**src/rtl/vga_vtiming.sv**
```systemverilog
// vga_vtiming: vertical timing, pixel coordinates and hsync lock watchdog for the ToVga path.
module vga_vtiming #(
    parameter int V_SYNCPULSE = 2,
    parameter int V_BPORCH    = 33,
    parameter int V_DISPLAY   = 480,
    parameter int V_FPORCH    = 10,
    parameter int V_SYNC      = 525,
    parameter int H_DISPLAY   = 640,
    parameter int WD_TIMEOUT  = 1023
) (
    input  logic       clk,
    input  logic       rst,
    input  logic       hsync_in,
    input  logic       hdisp_n,
    output logic       vsync,
    output logic       vdisp_n,
    output logic       pix_valid,
    output logic [9:0] pix_x,
    output logic [8:0] pix_y,
    output logic       frame_start,
    output logic [7:0] frame_cnt,
    output logic       locked
);
    localparam int WD_W = $clog2(WD_TIMEOUT + 1);
    localparam logic [WD_W-1:0] WD_MAX = WD_W'(WD_TIMEOUT);
    localparam logic [9:0] V_LAST = 10'(V_SYNC - 1);
    localparam logic [9:0] V_SP   = 10'(V_SYNCPULSE);
    localparam logic [9:0] V_A0   = 10'(V_SYNCPULSE + V_BPORCH);
    localparam logic [9:0] V_A1   = 10'(V_SYNCPULSE + V_BPORCH + V_DISPLAY);
    localparam logic [9:0] H_LAST = 10'(H_DISPLAY - 1);

    typedef enum logic {SEARCH, LOCKED} state_t;
    state_t state, state_nx;

    logic            hs_prev, armed, line_tick, timeout, wrap, act_nx, pv_nx;
    logic [9:0]      v_cnt, v_nx, h_cnt;
    logic [WD_W-1:0] wd;

    // armed blocks a tick from an hsync level that was already high when reset released
    assign line_tick = hsync_in & ~hs_prev & armed;
    assign timeout   = (state == LOCKED) & ~line_tick & (wd == WD_MAX);
    assign wrap      = (state == LOCKED) & line_tick & (v_cnt == V_LAST);
    assign pv_nx     = locked & ~hdisp_n & ~vdisp_n;

    always_comb begin
        state_nx = state;
        v_nx     = '0;
        if (state == SEARCH)
            state_nx = line_tick ? LOCKED : SEARCH;
        else
            state_nx = timeout ? SEARCH : LOCKED;
        if (state == LOCKED && v_cnt != V_LAST)
            v_nx = v_cnt + 10'd1;
        act_nx = (v_nx >= V_A0) && (v_nx < V_A1);
    end

    always_ff @(posedge clk) begin
        if (rst) begin
            state       <= SEARCH;
            hs_prev     <= 1'b0;
            armed       <= 1'b0;
            v_cnt       <= '0;
            wd          <= '0;
            h_cnt       <= '0;
            vsync       <= 1'b0;
            vdisp_n     <= 1'b1;
            pix_valid   <= 1'b0;
            pix_x       <= '0;
            pix_y       <= '0;
            frame_start <= 1'b0;
            frame_cnt   <= '0;
            locked      <= 1'b0;
        end else begin
            state       <= state_nx;
            hs_prev     <= hsync_in;
            armed       <= armed | ~hsync_in;
            frame_start <= 1'b0;
            if ((state == SEARCH && !line_tick) || timeout) begin
                v_cnt     <= '0;
                wd        <= '0;
                h_cnt     <= '0;
                vsync     <= 1'b0;
                vdisp_n   <= 1'b1;
                pix_valid <= 1'b0;
                pix_x     <= '0;
                pix_y     <= '0;
                locked    <= 1'b0;
            end else begin
                locked    <= 1'b1;
                wd        <= line_tick ? '0 : wd + 1'b1;
                h_cnt     <= line_tick ? '0 : (!hdisp_n && h_cnt != H_LAST) ? h_cnt + 10'd1 : h_cnt;
                pix_valid <= pv_nx;
                pix_x     <= pv_nx ? h_cnt : '0;
                if (line_tick) begin
                    v_cnt       <= v_nx;
                    vsync       <= v_nx < V_SP;
                    vdisp_n     <= ~act_nx;
                    pix_y       <= act_nx ? 9'(v_nx - V_A0) : '0;
                    frame_start <= (state == SEARCH) | wrap;
                    frame_cnt   <= frame_cnt + 8'(wrap);
                end
            end
        end
    end
endmodule

```
**config.mk**
```make
export PLATFORM = sky130hd
export DESIGN_NAME = vga_vtiming
export DESIGN_NICKNAME = d
export VERILOG_FILES = /design/src/rtl/vga_vtiming.sv
export SDC_FILE = /design/constraint.sdc
export NUM_CORES = 1
export LEC_CHECK = 0
export CORE_AREA = 2 2 84 86
export DETAILED_ROUTE_END_ITERATION = 8
export DIE_AREA = 0 0 86 88
export DONT_BUFFER_PORTS = 1
export GPL_TIMING_DRIVEN = 0
export PLACE_DENSITY = 0.7
export REMOVE_ABC_BUFFERS = 1
export SKIP_CTS_REPAIR_TIMING = 1
export SLEW_MARGIN = 40
export SYNTH_ARGS = -nofsm -noshare
export SYNTH_HDL_FRONTEND = slang
export SYNTH_SLANG_ARGS = --single-unit
```
**constraint.sdc**
```tcl
create_clock -name clk -period 7.5 [get_ports clk]
set_clock_uncertainty 0.15 [all_clocks]
set_input_delay 0.75 -clock clk [delete_from_list [all_inputs] [get_ports clk]]
set_output_delay 0.75 -clock clk [all_outputs]
set_load 0.05 [all_outputs]
```
==> impl_results.md <==
* Status: finished clean
* Least-Margin Pin Slew at 835.0 ps
* Commonest non-fill, non-tap cell in the layout: dfxtp_1
* Antenna viol nets, final at 0
* Endpoints failing hold at 0
* IO Count at 36
* Final core utilization at 49.02%
* Maximum vdd drop at approximately 0.00016 V
* GP Congestion at 0.8853
* Crit path DAT at between 3000 and 4000 ps
* H-tree depth at 3
* TNS Setup at 0 ps
* Crit-path most repeated cell: ha_1
* Fmax achieved at about 270 MHz
* First-pass GRT wire length at ~10 mm
* Vias in the first global route at roughly 2.2k
* Syn_area_per_cell at between 8 and 9 um^2
* Placed cells at 410
* Gr usage total at approximately 17%
* Worst-path cell chain: inv_1 > ha_1 > or3b_4 > o41a_1 > and2_1 > ha_1 > or3_1 > o41ai_2 > o31ai_4 > o41ai_1
* Synth cell types at 56
* Routed wire length at 6.299 mm
* CP top delay family: compound AO/OA/AOI/OAI gates
* Seq cells post-synth at between 60 and 70
* PwrDens at between 150 and 200 nW/um^2
* Clock sinks at 65
* Worst rel slew slack at roughly 44%
* Worst-path clk slew at 80 ps
* Initial antenna violation count at 0
* Inserted Diodes at 0
* Synth Flop Type: dfxtp_1
* Final Setup Violations at 0
* Most frequent cells in the layout: dfxtp_1 (65), nor2_1 (38), nand2_1 (33)
* Nets at 352
* Fin crit share at between 50% and 60%
* Largest net degree at the start of global routing at 27
* Worst path required time at around 7600 ps
* Crit path largest cell delay at ~520 ps
* Max Buffers Root-to-Sink at 2
* Register area share after synthesis at between 40% and 50%
* Total chip power at 0.6435 mW
* CTS buffer count at 9
* Core box area at 6644 um^2
* WL/cell at 14.79 um
* Site row count at 30
* DRT iter0 DRCs at around 170
* Worst Setup Start Kind: register
* Share of layout cells above drive strength 1 at under 10%
* Critical path type: reg -> reg
* Max Cap Violations at 0
* Hpwl dp at 4.368 mm
* IO Port Bufs at 0
* Number of flops mapped to enable cells by yosys at 0
* Die area at around 7600 um^2
* Root Driver: clkbuf_8
* Initial Utilization at 45.52%
* DR vias/cell at 5.683
* RSZ-0062 raised after global routing: no
* Min Tclk post-route at about 3800 ps
* Slowest CP cell: o41a_1
* Clock power frac at 42.7%
* CP endpoint kind: register
* Asr flop ratio synth at 0%
* Area grow syn2layout at 7.695%
* DR pass1 iterations at 4
* Final std cells w/o fill at 426
* Internal power at between 0.4 and 0.5 mW
* Via Count at about 2.4k
* Comb pwr share at roughly 2.7%
* CP max FO at 13
* Worst Hold Class: reg -> reg
* Die Wd at 86 um
* Sw power at 0.1664 mW
* Switching share of power at 25.86%
* WP buf/inv at 1
* Fin. max-slew vios at 0
* DRC at 0
* Worst hold slack at about 300 ps
* Mapped Cells at about 350
* Yosys warns at 0
* Part of the power in registers at between 50% and 60%
* Lkg Pwr at about 1.1 nW
* Worst-Skew Late Latency at 350 ps
* Cell Area, Synth at between 3000 and 4000 um^2
* Die H at between 80 and 90 um
* Total gr overflow at 0
* CTS tree: done
-- cells by family after synthesis --
| group | Yosys count | share of synthesized area (%) |
|---|---|---|
| XOR/XNOR | 26 | 7.530 |
| multiplexers | 4 | 1.407 |
| flip-flops | 65 | 43.03 |
| AO/OA/AOI/OAI | 66 | 15.93 |
| adder cells (fa/ha/maj) | 7 | 2.896 |
| AND/OR/NAND/NOR | 154 | 25.78 |
| buffers and inverters | 26 | 3.434 |
-- worst min-delay path, delay by kind of cell (launching register included) --
family | cells | cell delay (ps)
flip-flops | 1 | 320
buffers and inverters | 1 | 50
AO/OA/AOI/OAI | 1 | 50
-- stage by stage --
step | setup WS, ps | cell area [um^2]
4_1_cts | 3750 | 3248
3_3_place_gp | 3797 | 3050
6_report | 3736 | 3257
3_5_place_dp | 3781 | 3063
2_1_floorplan | 4179 | 2950
5_1_grt | 3528 | 3257
-- layer usage --
layer / global-route usage (%) / wire length (um) / vias to the layer above
met3: 7.163 / 374 / 6
met2: 29.67 / 3111 / 49
met1: 20.15 / 2737 / 1150
met4: 5.195 / 76 / 0
met5: 0 / 0 / -
li1: - / - / 1216
-- cell type report --
type / instances / area, um^2
fillers: 641 / 3387
well taps: 80 / 100.1
inverters: 8 / 30.03
clock inverters: 7 / 61.31
multi-input cells: 257 / 1640
flip-flops and latches: 65 / 1301
clock buffers: 9 / 123.9
-- Yosys cell counts (all sizes together) (3+ instances only) --
library cell	number	area (um^2)
a21oi	22	113.9
a31oi	3	18.77
and2	13	81.33
and3	7	43.79
buf	5	25.02
clkbuf	13	48.80
dfxtp	65	1301
ha	7	87.58
inv	8	30.03
nand2	33	123.9
nand3	23	115.1
nand4	10	62.56
nor2	39	146.4
nor2b	3	18.77
nor3	3	15.01
o21ai	14	70.07
o31ai	6	58.81
o41ai	4	61.32
or2	3	18.77
or3	7	48.80
or4	3	22.52
xnor2	11	96.34
xor2	15	131.4
-- final timing paths --
kind                            cells past startpoint                   from               endpoint  slack (ps)
worst max-delay path                               10  v_cnt[0]$_SDFFE_PP0P_  pix_y[5]$_SDFFE_PP0P_        3740
worst min-delay path                                2       armed$_SDFF_PP0_       armed$_SDFF_PP0_         300
worst max register to register                     10  v_cnt[0]$_SDFFE_PP0P_  pix_y[5]$_SDFFE_PP0P_        3740
worst min register to register                      2       armed$_SDFF_PP0_       armed$_SDFF_PP0_         300
-- state kept, by name, indices dropped and copies added (netlist names) --
signal       count
vdisp_n          1
state            1
pix_x           10
pix_y            9
frame_cnt        8
locked           1
wd              10
frame_start      1
hs_prev          1
v_cnt           10
pix_valid        1
armed            1
vsync            1
h_cnt           10
-- power groups by stage --
stage	clock network [mW]	registers, mW	logic [mW]
CTS	0.281	0.351	0.0176
detailed placement	0	0.359	0.0175
floorplan	0	0.358	0.0122
finish	0.275	0.351	0.0176
global route	0.301	0.351	0.0197
global placement	0	0.359	0.0169
Power figures use the tool's default switching activity.
